<file path="config.mk">
export PLATFORM = sky130hd
export DESIGN_NAME = btn_tx_scheduler
export DESIGN_NICKNAME = d
export VERILOG_FILES = /design/src/rtl/btn_tx_scheduler.sv
export SDC_FILE = /design/constraint.sdc
export NUM_CORES = 1
export LEC_CHECK = 0
export CORE_UTILIZATION = 40
export DETAILED_ROUTE_END_ITERATION = 12
export PLACE_DENSITY_LB_ADDON = 0.25
export SETUP_SLACK_MARGIN = 0.15
export SKIP_CTS_REPAIR_TIMING = 1
export SYNTH_ARGS = -nofsm -noshare
export SYNTH_HDL_FRONTEND = slang
export SYNTH_SLANG_ARGS = --single-unit
</file>
<file path="constraint.sdc">
create_clock -name clk_in -period 4.6 [get_ports clk_in]
set_clock_uncertainty 0.1 [all_clocks]
set_input_delay 0.92 -clock clk_in [delete_from_list [all_inputs] [get_ports clk_in]]
set_output_delay 0.92 -clock clk_in [all_outputs]
set_load 0.1 [all_outputs]
</file>
<file path="src/rtl/btn_tx_scheduler.sv">
// Round-robin scheduler feeding push-button request bytes to a single transmitter.
// tx_start is issued one cycle after a request is seen in IDLE; frames are spaced by a busy handshake plus GAP_CYCLES.
module btn_tx_scheduler #(
    parameter int GAP_CYCLES = 16,
    parameter int START_TMO  = 8
) (
    input  logic        clk_in,
    input  logic        rst_n,
    input  logic [3:0]  req_pulse,
    input  logic [31:0] req_data,
    input  logic        clr_err,
    input  logic        tx_busy,
    output logic        tx_start,
    output logic [7:0]  tx_data,
    output logic [1:0]  grant_id,
    output logic [3:0]  pending,
    output logic [3:0]  overrun,
    output logic        tmo_err
);

    typedef enum logic [2:0] {
        S_IDLE,
        S_LOAD,
        S_WAIT_BUSY,
        S_WAIT_DONE,
        S_GAP
    } state_t;

    state_t      r_state;
    state_t      w_state_nxt;
    logic [7:0]  r_cnt;
    logic [7:0]  w_cnt_nxt;
    logic [7:0]  w_cnt_inc;
    logic [1:0]  r_rr_ptr;
    logic [1:0]  r_grant;
    logic [7:0]  r_tx_data;
    logic [3:0]  r_pending;
    logic [3:0]  r_overrun;
    logic        r_tmo;
    logic [1:0]  w_winner;
    logic        w_found;
    logic        w_load;
    logic        w_tmo_hit;
    logic [3:0]  w_clr_mask;
    logic [7:0]  w_slice;

    assign w_load    = (r_state == S_LOAD);
    assign w_cnt_inc = (r_cnt == 8'hFF) ? r_cnt : r_cnt + 8'd1;

    // First pending line at or after the pointer, wrapping around.
    always_comb begin
        logic [1:0] v_idx;
        w_winner = r_rr_ptr;
        w_found  = 1'b0;
        v_idx    = r_rr_ptr;
        for (int i = 0; i < 4; i++) begin
            v_idx = r_rr_ptr + 2'(i);
            if (!w_found && r_pending[v_idx]) begin
                w_winner = v_idx;
                w_found  = 1'b1;
            end
        end
    end

    assign w_slice    = req_data[{w_winner, 3'b000} +: 8];
    assign w_clr_mask = w_load ? (4'b0001 << w_winner) : 4'b0000;

    always_comb begin
        w_state_nxt = r_state;
        w_cnt_nxt   = r_cnt;
        w_tmo_hit   = 1'b0;
        case (r_state)
            S_IDLE: begin
                if (|r_pending) w_state_nxt = S_LOAD;
            end
            S_LOAD: begin
                w_state_nxt = S_WAIT_BUSY;
                w_cnt_nxt   = 8'd0;
            end
            S_WAIT_BUSY: begin
                if (tx_busy) begin
                    w_state_nxt = S_WAIT_DONE;
                end else if (r_cnt == 8'(START_TMO - 1)) begin
                    w_state_nxt = S_GAP;
                    w_cnt_nxt   = 8'd0;
                    w_tmo_hit   = 1'b1;
                end else begin
                    w_cnt_nxt = w_cnt_inc;
                end
            end
            S_WAIT_DONE: begin
                if (!tx_busy) begin
                    w_state_nxt = S_GAP;
                    w_cnt_nxt   = 8'd0;
                end
            end
            S_GAP: begin
                if (r_cnt == 8'(GAP_CYCLES - 1)) begin
                    w_state_nxt = S_IDLE;
                    w_cnt_nxt   = 8'd0;
                end else begin
                    w_cnt_nxt = w_cnt_inc;
                end
            end
            default: begin
                w_state_nxt = S_IDLE;
                w_cnt_nxt   = 8'd0;
            end
        endcase
    end

    always_ff @(posedge clk_in or negedge rst_n) begin
        if (!rst_n) begin
            r_state   <= S_IDLE;
            r_cnt     <= 8'd0;
            r_rr_ptr  <= 2'd0;
            r_grant   <= 2'd0;
            r_tx_data <= 8'd0;
            r_pending <= 4'd0;
            r_overrun <= 4'd0;
            r_tmo     <= 1'b0;
        end else begin
            r_state   <= w_state_nxt;
            r_cnt     <= w_cnt_nxt;
            // A fresh pulse on the line being granted re-arms it instead of counting as overrun.
            r_pending <= (r_pending & ~w_clr_mask) | req_pulse;
            r_overrun <= (clr_err ? 4'd0 : r_overrun) | (req_pulse & r_pending & ~w_clr_mask);
            r_tmo     <= (clr_err ? 1'b0 : r_tmo) | w_tmo_hit;
            if (w_load) begin
                r_grant   <= w_winner;
                r_tx_data <= w_slice;
                r_rr_ptr  <= w_winner + 2'd1;
            end
        end
    end

    assign tx_start = w_load;
    assign tx_data  = w_load ? w_slice : r_tx_data;
    assign grant_id = w_load ? w_winner : r_grant;
    assign pending  = r_pending;
    assign overrun  = r_overrun;
    assign tmo_err  = r_tmo;

endmodule

</file>
=== Yosys cells after proc, flatten, opt, wreduce, memory -nomap -nowiden ===
Index checks and enable logic that the tools add are counted.

* Reduce and logical (&&, ||, !) cells: 10
* Muxes and demuxes: 34
* $lt $le $gt $ge: 4
* Shift operators: 2
* Add/subtract/negate cells: 5
* Eq/ne operators: 12
* Bitwise operators: 8

{| class="wikitable"
|+ Operators by type and width
! operator !! number
|-
| two-way mux 8 bit || 6
|-
| case mux 8 bit (4 select lines) || 1
|-
| variable part select 32 x 6 -> 8 bit || 1
|-
| two-way mux 3 bit || 5
|-
| case mux 3 bit (5 select lines) || 1
|-
| bitwise AND 4 bit || 3
|-
| < comparator 2 x 3 -> 1 bit, second input constant || 4
|-
| two-way mux 1 bit || 11
|-
| adder 8 x 1 -> 8 bit, second input constant || 1
|-
| binary-select mux 1 bit (select 2 bit) || 4
|-
| equality test 8 x 3 -> 1 bit, second input constant || 1
|-
| equality test 8 x 4 -> 1 bit, second input constant || 1
|-
| equality test 8 bit, second input constant || 1
|-
| two-way mux 2 bit || 4
|-
| two-way mux 4 bit || 2
|-
| != test 2 bit, second input constant || 4
|-
| OR 4 bit || 2
|-
| equality test 3 x 2 -> 1 bit, second input constant || 2
|-
| adder 2 x 1 -> 2 bit, second input constant || 2
|-
| adder 2 bit, second input constant || 2
|-
| inverter 4 bit || 1
|-
| AND reduction 4 bit || 1
|-
| OR reduction 4 bit || 1
|-
| << shifter 1 x 2 -> 4 bit, first input constant || 1
|-
| 9 further kinds || 13
|}

* Register bits after elaboration: 32

=== Longest topological paths before layout ===
* Depth in word-level cells: 17
* Depth in mapped cells: 7
* Gate-level depth less buffers: 6

=== Worst setup path before layout ===
OpenSTA, ideal clock, no wires.

* Kind: flip-flop to output port
* Start: register r_pending[3] (netlist: pending[3])
* End: output grant_id[1]
* Cell stages (with the launch flop): 6
* Setup slack: -570 ps
* Data required time: 3580 ps
* Buffers on the path: 1
* Data arrival time: 4150 ps
* Path through: dfrtp_1 > and3b_1 > a2111oi_4 > nor2_2 > buf_4 > o21ai_0

* Longest elaborated chain between the ends: 13

{| class="wikitable"
|+ RTL lines
! item !! line !! RTL
|-
| start: declaration || 37 || <nowiki>logic [3:0] r_pending;</nowiki>
|-
| start signal: assignment || 126 || <nowiki>r_pending <= (r_pending & ~w_clr_mask) | req_pulse;</nowiki>
|-
| binary-select mux 1 bit (select 2 bit) || 58 || <nowiki>if (!w_found && r_pending[v_idx]) begin</nowiki>
|-
| two-way mux 1 bit (not written as such) || 58 ||
|-
| two-way mux 1 bit || 58 ||
|-
| logical NOT 1 bit || 58 ||
|-
| logical AND 1 bit || 58 ||
|-
| two-way mux 1 bit || 58 ||
|-
| logical NOT 1 bit || 58 ||
|-
| logical AND 1 bit || 58 ||
|-
| two-way mux 1 bit || 58 ||
|-
| logical NOT 1 bit || 58 ||
|-
| logical AND 1 bit || 58 ||
|-
| two-way mux 2 bit * || 58 ||
|-
| two-way mux 2 bit * || n/a ||
|-
| end: declaration || 15 || <nowiki>output logic [1:0] grant_id,</nowiki>
|}

Mark *: on every way between the ends. The rest lies on a longest branch, timed or not. The select of a mux whose other input is x is not followed.

=== Worst setup path in the final report ===
* Start: register r_rr_ptr[1]
* End: output tx_data[7]

* Longest elaborated chain between the ends: 14

{| class="wikitable"
|+ RTL lines
! item !! line !! RTL
|-
| start: declaration || 34 || <nowiki>logic [1:0] r_rr_ptr;</nowiki>
|-
| start signal: assignment || 132 || <nowiki>r_rr_ptr <= w_winner + 2'd1;</nowiki>
|-
| parallel branches: the longest is 11 deep, another holds adder 2 x 1 -> 2 bit || n/a ||
|-
| two-way mux 2 bit * || 58 ||
|-
| variable part select 32 x 6 -> 8 bit * || 65 || <nowiki>assign w_slice = req_data[{w_winner, 3'b000} +: 8];</nowiki>
|-
| two-way mux 8 bit * || n/a ||
|-
| end: declaration || 14 || <nowiki>output logic [7:0] tx_data,</nowiki>
|}

Every way passes the cells marked *. The select of a mux whose other input is x is not followed.

==> summary.txt <==
Timing
  – Final Hold Viols: 0
  – Setup violators final: 0
  – Least-Margin Pin Slew: around 1.1 ns
  – RSZ-0062 raised after global routing: no
  – Slew HR: around 28%
  – Fmax: approximately 270 MHz
  – Setup TNS: 0 ns
  – Final min period: 3.76 ns
  – Slew Viols, Final: 0
  – Worst setup margin: around 0.84 ns
  – Post-route clock period utilization: about four fifths

Worst setup path
  – R2R Setup Slk: between 2 and 2.5 ns
  – Crit path DAT: 2.74 ns
  – Slowest-stage cell, CP: nor2_2
  – Largest stage delay, worst path: slightly above 0.6 ns
  – Max FO, Critical Path: 19
  – Reg-to-Reg Start: r_rr_ptr[1]
  – Reg2Reg Depth: 6
  – CP Cell Sequence: nor3_1 > a2111oi_4 > buf_4 > nor2_2 > mux2i_1 > o211ai_1 > buf_4
  – Worst path bufs/invs: 2
  – CP top delay family: simple AND/OR/NAND/NOR gates
  – Worst setup SP type: flip-flop
  – Crit path required time: roughly 3.6 ns
  – Worst Setup End Kind: output port
  – Critical path type: reg -> out
  – RR Endpoint: overrun[0]
  – CP most frequent cell: buf_4

Final layout
  – Design area: about 2500 um^2
  – Filler cell count: 381
  – Ant diodes: 0
  – Most common cell after layout, fill and taps aside: clkdlybuf4s50_1
  – Layout area overhead: 38.9%
  – Layout cells sized above 1: between 10% and 20%
  – Multi-input logic area: 962 um^2
  – Most frequent cells in the layout: 48 x clkdlybuf4s50_1, 29 x dfrtp_1, 23 x nand2_1
  – FF+latch area: 805 um^2
  – Fin util: between 50% and 60%
  – Fin nets: 292

Clock tree
  – Clock sink count: 32
  – Worst-Skew Late Latency: ~0.28 ns
  – Clock Tree Buf Depth: 2
  – Clk slew on worst S/H paths: 0.07 ns
  – H-tree depth: 2
  – CTS tree: done
  – CTS Buf Count: 5
  – Root Driver: clkbuf_8

Min path
  – Endpoint, Worst Hold: tmo_err
  – Type of the worst min-delay path: reg -> reg
  – Hold_sp: tmo_err
  – Worst Hold Depth: 1

Floorplanning
  – Num rows: 24
  – I/O pins: 60
  – Die X-Extent: around 69 um
  – Die area: roughly 4800 um^2
  – Initial Util: a little over two fifths
  – Die H: 69.5 um
  – Core region area: ~4400 um^2

Logic synthesis
  – Count of different cell masters after synthesis: 44
  – Synth top area share: ~44%
  – Post-synthesis async set-or-reset flop share: 100%
  – Synth area leaders: dfrtp_1 44%, nand2_1 4.7%, mux2i_1 4.4%
  – Ys flop type: dfrtp_1
  – Synthesis-stage register bit count: 32
  – Area leader, netlist: dfrtp_1
  – Synth Area per Inst: approximately 9.6 um^2
  – Ys Warns: 0
  – Mapped Area: 1820 um^2
  – Post-Syn Instances: 190
  – Register area share after synthesis: between 40% and 50%
  – Number of enable flip-flop cells after synthesis: 0
  – Syn Nets: 231

Drt
  – WL/cell: about 14 um
  – Via count: about 1600
  – Number of routed nets with antenna violations: 0
  – Post-route DRC: 0
  – WL final: approximately 4.2 mm
  – TritonRoute pass-1 iters: 4
  – Iteration-0 DRC Markers: 45
  – Via density per instance: roughly 5.4

Global routing
  – GRT overflow: 0
  – Initial antenna violation count: 0
  – Vias in the first global route: 1660
  – GRT Overall Usage: 19.4%
  – Largest net degree at the start of global routing: 25
  – Global-route wire length before repair: about 7.4 mm

Placement
  – Dpl cell area: approximately 2400 um^2
  – Pre-CTS setup slack: between 1 and 1.5 ns
  – Routability cong.: about 0.79
  – DP Wirelength: around 3.1 mm
  – Port bufs: 59

Job
  – Max Cap Viol: 0

Run status
  – Status: finished clean
==> layer usage <==
layer	vias up	wire length [um]	GRT usage, %
met1	773	1930	25.0
li1	813	-	-
met5	-	0	0
met4	0	26	7.48
met2	55	1980	30.3
met3	2	254	6.10
==> worst max path at each step <==
stage                     cells after the start   startpoint    endpoint
after detailed placement                      7  r_rr_ptr[1]  tx_data[2]
after floorplan                               6   r_state[1]  tx_data[0]
final                                         7  r_rr_ptr[1]  tx_data[7]
after global placement                        7  r_rr_ptr[1]  tx_data[5]
after global routing                          7  r_rr_ptr[1]  tx_data[7]
after CTS                                     7  r_rr_ptr[1]  tx_data[2]
==> cells in the mapped netlist (3+ instances only) <==
| master | count |
|---|---|
| dfrtp_1 | 32 |
| nand2_1 | 23 |
| o21ai_1 | 12 |
| nor2_1 | 9 |
| o21a_1 | 9 |
| a21oi_1 | 8 |
| mux2i_1 | 8 |
| nor3b_1 | 8 |
| o211ai_1 | 8 |
| nand3_1 | 7 |
| a21o_1 | 6 |
| a32o_1 | 5 |
| clkbuf_1 | 5 |
| xor2_1 | 5 |
| nor2b_1 | 4 |
| inv_1 | 3 |
| nor3_1 | 3 |
| xnor2_1 | 3 |
==> through the flow <==
stage                     std cells  hold WS, ns
after CTS                       304        0.403
after detailed placement        296        0.385
after floorplan                 190        0.404
after global routing            304        0.421
final                           304        0.397
after global placement          296        0.373
==> state kept, by name, summed over array words and instances, names as in the netlist <==
register   count
r_state        3
r_rr_ptr       2
pending        4
r_cnt          8
tmo_err        1
r_tx_data      8
overrun        4
r_grant        2
==> cell type report <==
cell class                 instances  share of cell area, %
multi-input combinational        145                   38.1
sequential                        32                   31.8
timing repair buffer              62                   23.2
clock buffer                       6                   3.27
tap                               52                   2.57
inverter                           5                  0.742
clock inverter                     2                  0.396
==> cell families after synthesis <==
logic type	count (synthesis)	share of synthesized area (%)
fa+ha+maj	1	0.687
mux	9	5.02
simple gates	70	20.2
buf+inv	13	3.16
xor+xnor	8	3.85
flops	32	44.0
compound gates	57	23.1
Power is not shown: default switching activity piles up to over one toggle a cycle in this logic, so the estimate is an artifact.
